## src/rtl/display_pkg.sv

```systemverilog
// Shared types, segment patterns and helpers for the Gray-code seven-segment display path.
package display_pkg;

    localparam logic [6:0] SEG_0     = 7'b0000001;
    localparam logic [6:0] SEG_1     = 7'b1001111;
    localparam logic [6:0] SEG_2     = 7'b0010010;
    localparam logic [6:0] SEG_3     = 7'b0000110;
    localparam logic [6:0] SEG_4     = 7'b1001100;
    localparam logic [6:0] SEG_5     = 7'b0100100;
    localparam logic [6:0] SEG_6     = 7'b0100000;
    localparam logic [6:0] SEG_7     = 7'b0001111;
    localparam logic [6:0] SEG_8     = 7'b0000000;
    localparam logic [6:0] SEG_9     = 7'b0000100;
    localparam logic [6:0] SEG_BLANK = 7'b1111111;

    typedef enum logic [1:0] {IDLE, SHIFT, DONE} conv_state_t;

    // Each binary bit is the XOR of its Gray bit and every more significant Gray bit.
    function automatic logic [31:0] gray_to_bin(input logic [31:0] g);
        logic [31:0] b;
        b[31] = g[31];
        for (int i = 30; i >= 0; i--) begin
            b[i] = b[i+1] ^ g[i];
        end
        return b;
    endfunction

    function automatic logic [6:0] seg_decode(input logic [3:0] d);
        case (d)
            4'd0:    return SEG_0;
            4'd1:    return SEG_1;
            4'd2:    return SEG_2;
            4'd3:    return SEG_3;
            4'd4:    return SEG_4;
            4'd5:    return SEG_5;
            4'd6:    return SEG_6;
            4'd7:    return SEG_7;
            4'd8:    return SEG_8;
            4'd9:    return SEG_9;
            default: return SEG_BLANK;
        endcase
    endfunction

    // True when nd decimal digits can hold the largest in_w-bit value.
    function automatic bit digits_fit(input int unsigned in_w, input int unsigned nd);
        longint unsigned limit;
        longint unsigned max_val;
        limit = 64'd1;
        for (int unsigned i = 0; i < nd; i++) begin
            if (limit < 64'h2_0000_0000) limit = limit * 64'd10;
        end
        max_val = (64'd1 << in_w) - 64'd1;
        return (in_w >= 2) && (in_w <= 32) && (limit > max_val);
    endfunction

endpackage

```

## src/rtl/bin_a_bcd.sv

```systemverilog
// Sequential shift-add-3 binary to BCD converter; one shift per cycle.
module bin_a_bcd
    import display_pkg::*;
#(
    parameter int unsigned IN_WIDTH   = 4,
    parameter int unsigned NUM_DIGITS = 2
) (
    input  logic                      clk,
    input  logic                      rst_n,
    input  logic                      start,
    input  logic [IN_WIDTH-1:0]       bin_in,
    output logic                      busy,
    output logic                      done,
    output logic [4*NUM_DIGITS-1:0]   bcd_out
);

    localparam int unsigned BCD_W = 4 * NUM_DIGITS;
    localparam int unsigned CNT_W = $clog2(IN_WIDTH + 1);

    conv_state_t        state_q, state_d;
    logic [CNT_W-1:0]   cnt_q, cnt_d;
    logic [IN_WIDTH-1:0] bin_q, bin_d;
    logic [BCD_W-1:0]   bcd_q, bcd_d;
    logic [BCD_W-1:0]   adj_c;
    logic               busy_q, busy_d;
    logic               done_q, done_d;

    always_comb begin
        state_d = state_q;
        cnt_d   = cnt_q;
        bin_d   = bin_q;
        bcd_d   = bcd_q;
        adj_c   = bcd_q;
        for (int k = 0; k < int'(NUM_DIGITS); k++) begin
            if (bcd_q[4*k +: 4] >= 4'd5) adj_c[4*k +: 4] = bcd_q[4*k +: 4] + 4'd3;
        end
        case (state_q)
            IDLE: begin
                if (start) begin
                    bin_d   = bin_in;
                    bcd_d   = '0;
                    cnt_d   = CNT_W'(IN_WIDTH);
                    state_d = SHIFT;
                end
            end
            SHIFT: begin
                {bcd_d, bin_d} = {adj_c, bin_q} << 1;
                cnt_d = cnt_q - CNT_W'(1);
                if (cnt_q == CNT_W'(1)) state_d = DONE;
            end
            DONE:    state_d = IDLE;
            default: state_d = IDLE;
        endcase
        busy_d = (state_d != IDLE);
        done_d = (state_d == DONE);
    end

    always_ff @(posedge clk or negedge rst_n) begin
        if (!rst_n) begin
            state_q <= IDLE;
            cnt_q   <= '0;
            bin_q   <= '0;
            bcd_q   <= '0;
            busy_q  <= 1'b0;
            done_q  <= 1'b0;
        end else begin
            state_q <= state_d;
            cnt_q   <= cnt_d;
            bin_q   <= bin_d;
            bcd_q   <= bcd_d;
            busy_q  <= busy_d;
            done_q  <= done_d;
        end
    end

    assign busy    = busy_q;
    assign done    = done_q;
    assign bcd_out = bcd_q;

endmodule

```

## src/rtl/gray_display_mux.sv

```systemverilog
// Gray input to multiplexed common-cathode seven-segment display with leading-zero blanking.
module gray_display_mux
    import display_pkg::*;
#(
    parameter int unsigned IN_WIDTH      = 4,
    parameter int unsigned NUM_DIGITS    = 2,
    parameter int unsigned REFRESH_DIV   = 100000,
    parameter int unsigned BLANK_LEADING = 1
) (
    input  logic                  clk,
    input  logic                  rst_n,
    input  logic [IN_WIDTH-1:0]   gray_in,
    input  logic                  load,
    output logic                  busy,
    output logic [IN_WIDTH-1:0]   bin_out,
    output logic [NUM_DIGITS-1:0] anodo,
    output logic [6:0]            catodo
);

    localparam int unsigned BCD_W = 4 * NUM_DIGITS;
    localparam int unsigned REF_W = (REFRESH_DIV > 1) ? $clog2(REFRESH_DIV) : 1;
    localparam int unsigned IDX_W = (NUM_DIGITS > 1) ? $clog2(NUM_DIGITS) : 1;

    if (!digits_fit(IN_WIDTH, NUM_DIGITS) || REFRESH_DIV < 1) begin : g_param_check
        $error("gray_display_mux: NUM_DIGITS too small for IN_WIDTH, or REFRESH_DIV < 1");
    end

    logic [IN_WIDTH-1:0]   bin_c;
    logic                  conv_busy;
    logic                  conv_done;
    logic [BCD_W-1:0]      conv_bcd;

    logic [IN_WIDTH-1:0]   bin_out_q, bin_out_d;
    logic [BCD_W-1:0]      digits_q, digits_d;
    logic [REF_W-1:0]      refresh_q, refresh_d;
    logic [IDX_W-1:0]      index_q, index_d;
    logic [NUM_DIGITS-1:0] anodo_q, anodo_d;
    logic [6:0]            catodo_q, catodo_d;
    logic [NUM_DIGITS-1:0] blank_c;
    logic                  zero_run_c;
    logic [3:0]            sel_digit_c;
    logic                  sel_blank_c;

    assign bin_c = IN_WIDTH'(gray_to_bin(32'(gray_in)));

    bin_a_bcd #(
        .IN_WIDTH   (IN_WIDTH),
        .NUM_DIGITS (NUM_DIGITS)
    ) u_conv (
        .clk     (clk),
        .rst_n   (rst_n),
        .start   (load),
        .bin_in  (bin_c),
        .busy    (conv_busy),
        .done    (conv_done),
        .bcd_out (conv_bcd)
    );

    always_comb begin
        bin_out_d = bin_out_q;
        digits_d  = digits_q;
        refresh_d = refresh_q + REF_W'(1);
        index_d   = index_q;
        if (load && !conv_busy) bin_out_d = bin_c;
        // Digits swap in whole at DONE so a partial conversion is never shown.
        if (conv_done) digits_d = conv_bcd;
        if (refresh_q == REF_W'(REFRESH_DIV - 1)) begin
            refresh_d = '0;
            index_d   = (index_q == IDX_W'(NUM_DIGITS - 1)) ? '0 : index_q + IDX_W'(1);
        end

        // A digit is blanked when it and every more significant digit are zero.
        blank_c    = '0;
        zero_run_c = 1'b1;
        for (int k = int'(NUM_DIGITS) - 1; k >= 0; k--) begin
            zero_run_c = zero_run_c & (digits_q[4*k +: 4] == 4'd0);
            blank_c[k] = (BLANK_LEADING != 0) && (k != 0) && zero_run_c;
        end

        sel_digit_c = 4'd0;
        sel_blank_c = 1'b0;
        for (int k = 0; k < int'(NUM_DIGITS); k++) begin
            if (index_q == IDX_W'(k)) begin
                sel_digit_c = digits_q[4*k +: 4];
                sel_blank_c = blank_c[k];
            end
        end
        catodo_d = sel_blank_c ? SEG_BLANK : seg_decode(sel_digit_c);
        anodo_d  = ~(NUM_DIGITS'(1) << index_q);
    end

    always_ff @(posedge clk or negedge rst_n) begin
        if (!rst_n) begin
            bin_out_q <= '0;
            digits_q  <= '0;
            refresh_q <= '0;
            index_q   <= '0;
            anodo_q   <= ~NUM_DIGITS'(1);
            catodo_q  <= SEG_0;
        end else begin
            bin_out_q <= bin_out_d;
            digits_q  <= digits_d;
            refresh_q <= refresh_d;
            index_q   <= index_d;
            anodo_q   <= anodo_d;
            catodo_q  <= catodo_d;
        end
    end

    assign busy    = conv_busy;
    assign bin_out = bin_out_q;
    assign anodo   = anodo_q;
    assign catodo  = catodo_q;

endmodule

```

## config.mk

```make
export PLATFORM = sky130hd
export DESIGN_NAME = gray_display_mux
export DESIGN_NICKNAME = d
export VERILOG_FILES = /design/src/rtl/display_pkg.sv /design/src/rtl/bin_a_bcd.sv /design/src/rtl/gray_display_mux.sv
export SDC_FILE = /design/constraint.sdc
export NUM_CORES = 1
export LEC_CHECK = 0
export BUFFER_PORTS_ARGS = -buffer_cell sky130_fd_sc_hd__buf_4
export CELL_PAD_IN_SITES_DETAIL_PLACEMENT = 1
export CELL_PAD_IN_SITES_GLOBAL_PLACEMENT = 2
export CORE_ASPECT_RATIO = 0.5
export CORE_MARGIN = 2
export CORE_UTILIZATION = 40
export CTS_CLUSTER_SIZE = 28
export DETAILED_ROUTE_END_ITERATION = 8
export HOLD_SLACK_MARGIN = 0.03
export PLACE_DENSITY_LB_ADDON = 0.12
export SYNTH_ARGS = -nofsm -noshare
export SYNTH_HDL_FRONTEND = slang
export SYNTH_SLANG_ARGS = --single-unit
export TNS_END_PERCENT = 30
```

## constraint.sdc

```tcl
create_clock -name clk -period 2.1 [get_ports clk]
set_input_delay 0.525 -clock clk [delete_from_list [all_inputs] [get_ports clk]]
set_output_delay 0.525 -clock clk [all_outputs]
set_load 0.02 [all_outputs]
```

* Word-level counts from Yosys, hierarchy flattened *
Memories as Yosys holds them, arrays and structs flattened.
Cells that the tools add are included.

cells by class
  add/subtract/negate cells = 5
  order comparisons = 2
  eq/ne operators = 5
  shift-type cells = 1
  mux-type cells = 16
  bitwise operators = 4
  reductions and logical operators = 7

operators with widths
  cell                   number
  $add 17x1->17 const B  1
  $eq 17x17->1 const B   1
  $mux 17                1
  $pmux 8 s2             1
  $mux 4                 3
  $ge 4x3->1 const B     2
  $mux 8                 1
  $pmux 4 s2             1
  $mux 7                 1
  $mux 3                 2
  $pmux 3 s2             1
  $add 4x2->4 const B    1
  $logic_not 4->1        1
  $mux 2                 2
  $pmux 2 s2             1
  $reduce_bool 2->1      2
  $add 3x2->3 const B    1
  $eq 3x1->1 const B     1
  $sub 3x1->3 const B    1
  $xor 1x1->1            3
  $eq 2x1->1 const B     1
  $eq 2x2->1 const B     1
  $logic_not 2->1        1
  $mux 1                 2
  7 further kinds        7

word-level totals
  register bits = 58
  bits in read-only memories = 112
  bits of input ports = 7
  output and inout port bits = 14
  memories = 1

memory list
  name             words  width  read ports  clocked after memory_dff  write ports  RTL line           text
  (no name shown)  16     7      1           0                         0            display_pkg.sv:29  case (d)

* Logic depth before layout (Yosys ltp) *
  depth after elaboration = 5
  mapped depth = 7
  gate-level depth less buffers = 6

* Modules after synthesis *
From an unflattened synthesis, not the netlist that was laid out.

second synthesis, totals
  cells, all modules = 251
  area total of the unflattened synthesis = 2,808.9 um^2

modules (own cells, without submodules)
  module            times used  cells an instance  area an instance (um^2)
  gray_display_mux  1           156                1,815.5
  bin_a_bcd         1           95                 993.5

* Least setup slack after synthesis *
No wires, ideal clock.

  path kind = register to register
  start = reg index_q
  end = reg catodo_q[0] (netlist: catodo[0])
  arrival time = 1,584 ps
  setup slack = 431 ps
  stages on the path, launching flop included = 7
  period minus slack after synthesis = 1,669 ps
  cells stage by stage = dfrtp_1 clkbuf_1 mux2i_1 inv_1 ha_1 a211oi_1 a21oi_1

between the ends
  longest elaborated chain between the ends = 3
  elaborated cells between the ends (all ways) = 4
  those cells by class = 3 x mux; 1 x memory

ends and longest elaborated chain
  item                    RTL line                 text
  start, declared         gray_display_mux.sv:36   logic [IDX_W-1:0] index_q, index_d;
  start signal, assigned  gray_display_mux.sv:104  index_q <= index_d;
  $mux 4                  gray_display_mux.sv:83   if (index_q == IDX_W'(k)) begin
  $mem_v2 16x7            --
  $mux 7 (*)              gray_display_mux.sv:88   catodo_d = sel_blank_c ? SEG_BLANK : seg_decode(sel_digit_c);
  net catodo_d[0]         gray_display_mux.sv:38   logic [6:0] catodo_q, catodo_d;
  end signal, assigned    gray_display_mux.sv:106  catodo_q <= catodo_d;
  end, declared           gray_display_mux.sv:38

Mark *: on every way through the listed nets, which the timed path passes. The rest lies on a longest branch.
A chain may end at the register's enable or synchronous reset.

* Worst setup path after layout *
  start = reg refresh_q[11]
  end = reg index_q

between the ends
  longest elaborated chain between the ends = 1

ends and longest elaborated chain
  item                    RTL line                 text
  start, declared         gray_display_mux.sv:35   logic [REF_W-1:0] refresh_q, refresh_d;
  start signal, assigned  gray_display_mux.sv:103  refresh_q <= refresh_d;
  $eq 17x17->1            gray_display_mux.sv:67   if (refresh_q == REF_W'(REFRESH_DIV - 1)) begin

Every way passes these cells.

==> impl_metrics.toml <==
[status]
status = "finished, final reports clean"

[critical_path]
cp.arrival_ns = 2.19
cp_cell_sequence = "or4_1, nor4b_1, and4_1, xnor2_1"
critPathKind = "reg2reg"
cp-end-kind = "flop"
crit_path_end = "index_q"
cp_top_family = "simple AND/OR/NAND/NOR gates"
crit_fanout = 10
cp.depth = 4
rrSetupSlack_ns = 0.16
start_kind = "flop"
critical_path_required_ns = 2.35
critPathLaunch = "refresh_q[11]"
r2r-start = "refresh_q[11]"
crit_slowest_cell = "or4_1"
max_stage_delay_ns = 0.54
r2r-end = "index_q"
r2r_cells = 4
crit_buf_inv = 0

[clocking]
clockRootBuffer = "clkbuf_16"
postCtsSetupBuffers = 0
numClockSinks = 58
ctsResizeCount = 0
clk_pin_slew_ns = 0.05
tritoncts = "done"
clockBufferDepth = 2
cts_made_buffers = 9
clock_latency_ns = 0.33
h-tree-depth = 3
hold_buffers = 0

[synthesis]
synth-seq-cells = 58
synth_edf_count = 0
synth_warnings = 0
syn_inst = 242
synth-main-ff-cell = "dfrtp_1"
avgSynthCellArea_sq_um = 11.2
synth_area_sq_mm = 0.00271
synth_top_area_frac = 0.517
async_flop_share = 1.00
syn-num-nets = 262
synth_cell_types = 44
ys_seq_area_frac = 0.536
synth_common_cells = "dfrtp_1, nand2_1, o21ai_0"
yosysMostFrequentCell = "dfrtp_1"
synth_top_area_cell = "dfrtp_1"
synthTopCellsByArea = "dfrtp_1, ha_1, mux2_2"

[sta]
timing.hold.ws_ns = 0.254
fin_crit_ns = 1.94
final-hold-violation-count = 0
report.final.setup_viol = 0
max_clock_freq_mhz = 516
tightest_slew_ns = 0.746
slew_headroom = 0.502
tns_ns = 0
grt_setup_unrepaired = "no"
slew_violations = 0
finClkSkew_ns = 0.00368
finalCritPeriodShare = 0.923

[floorplanning]
core-area_sq_mm = 0.00662
start_util = 0.410
die_h_um = 62.2
dieArea_sq_mm = 0.00750
die_w_um = 120
rows = 21
io_pins = 21

[global_route]
antenna_found_initial = 0
grt_overflow = 0
grt_pass1_wl_mm = 9.66
grt_max_degree = 59
grt_pass1_vias = 1983
grtUsageTotal = 0.171

[final_layout]
antennaDiodeCount = 0
area_growth_pct = 19.9
final-seq-area_sq_mm = 0.00145
multi_input_area_sq_mm = 0.00117
nets = 287
fin_util = 0.491
fillerInstances = 723
drive_gt1_frac = 0.195

[power]
total_leakage_power_nw = 1.49
ir_worst_vdd_uv = 505
power_density_mw_per_mm2 = 1390

[routing]
drt_first_iter_violations = 62
ant_nets = 0
via_per_inst = 5.07
drt-pass1-iter-count = 3
num_vias = 1846
drt-total-wl_mm = 5.55
drc = 0
routedWlPerCell_um = 15.3

[place]
gp_congestion = 0.743
post-dp-hpwl_mm = 3.87
io_buffers = 20

[flow_run]
maxCapViolations = 0

[hold_path]
hp-class = "in2async"
[cell type report]
class / instances / share of cell area
multi-input combinational: 163 / 0.360
tap: 92 / 0.0354
sequential: 58 / 0.447
clock buffer: 15 / 0.0916
clock inverter: 1 / 0.00154
timing repair buffer: 21 / 0.0485
inverter: 14 / 0.0162
[state kept, by name, summed over array words and instances (netlist names), 2 cells and up]
| signal | count |
|---|---|
| u_conv.bin_q | 4 |
| catodo | 7 |
| u_conv.bcd_out | 8 |
| bin_out | 4 |
| refresh_q | 17 |
| u_conv.cnt_q | 3 |
| u_conv.state_q | 2 |
| anodo | 2 |
| digits_q | 8 |
[how the worst min path moves through the flow]
| stage | from | to | slack [ns] | cells after the start |
|---|---|---|---|---|
| final | rst_n | catodo[6] | 0.25 | 1 |
| after CTS | rst_n | refresh_q[8] | 0.29 | 1 |
| after detailed placement | bin_out[0] | bin_out[0] | 0.48 | 2 |
| after global routing | rst_n | catodo[6] | 0.32 | 1 |
| after floorplan | rst_n | anodo[0] | 0.23 | 0 |
| after global placement | u_conv.bin_q[2] | u_conv.bin_q[2] | 0.47 | 2 |
[metrics by stage]
step                std cells  setup WS (ns)  instance area (sq um)  power (W)
floorplan                 242          0.431                   2710    0.00266
global placement          348          0.236                   2950    0.00305
detailed placement        348          0.185                   2950    0.00311
CTS                       364          0.165                   3250    0.00458
global route              364         0.0716                   3250    0.00484
finish                    364          0.161                   3250    0.00451
[cell usage in the layout (no fill, tap or decap), types with 5 or more instances in the layout]
master	instances
mux2i_1	6
clkbuf_8	5
nor2_1	13
ha_1	13
nand2_1	23
mux2_2	12
nand2b_1	5
dfrtp_1	56
xnor2_1	15
xor2_1	5
o21ai_0	16
clkbuf_16	9
buf_4	21
a21oi_1	7
inv_1	13
[metal layers]
layer / part of all wire / wire length [um] / vias up / track usage
li1: - / - / 895 / -
met5: 0 / 0 / - / 0
met1: 0.49 / 2750 / 914 / 0.219
met4: 0.026 / 147 / 0 / 0.0872
met3: 0.039 / 216 / 13 / 0.0662
met2: 0.44 / 2440 / 24 / 0.251
[logic make-up after synthesis]
family / count (synthesis) / share of synthesized area
AND/OR/NAND/NOR: 70 / 0.132
adder cells (fa/ha/maj): 13 / 0.0600
flip-flops: 58 / 0.536
buffers and inverters: 21 / 0.0327
AO/OA/AOI/OAI: 41 / 0.0946
XOR/XNOR: 21 / 0.0729
multiplexers: 18 / 0.0720
[power breakdown]
group | internal (W) | switching, W | leakage, nW | total (W)
Sequential | 0.00144 | 0.000231 | 0.741 | 0.00167
Combinational | 0.000630 | 0.000780 | 0.598 | 0.00141
Clock | 0.000955 | 0.000472 | 0.152 | 0.00143
Total | 0.00303 | 0.00148 | 1.49 | 0.00451
[worst reg2reg max path: stages, from the launching register on]
cell and delay [ns]:
dfrtp_1 0.41, or4_1 0.54, nor4b_1 0.25, and4_1 0.50, xnor2_1 0.17
Power figures use the tool's default switching activity.
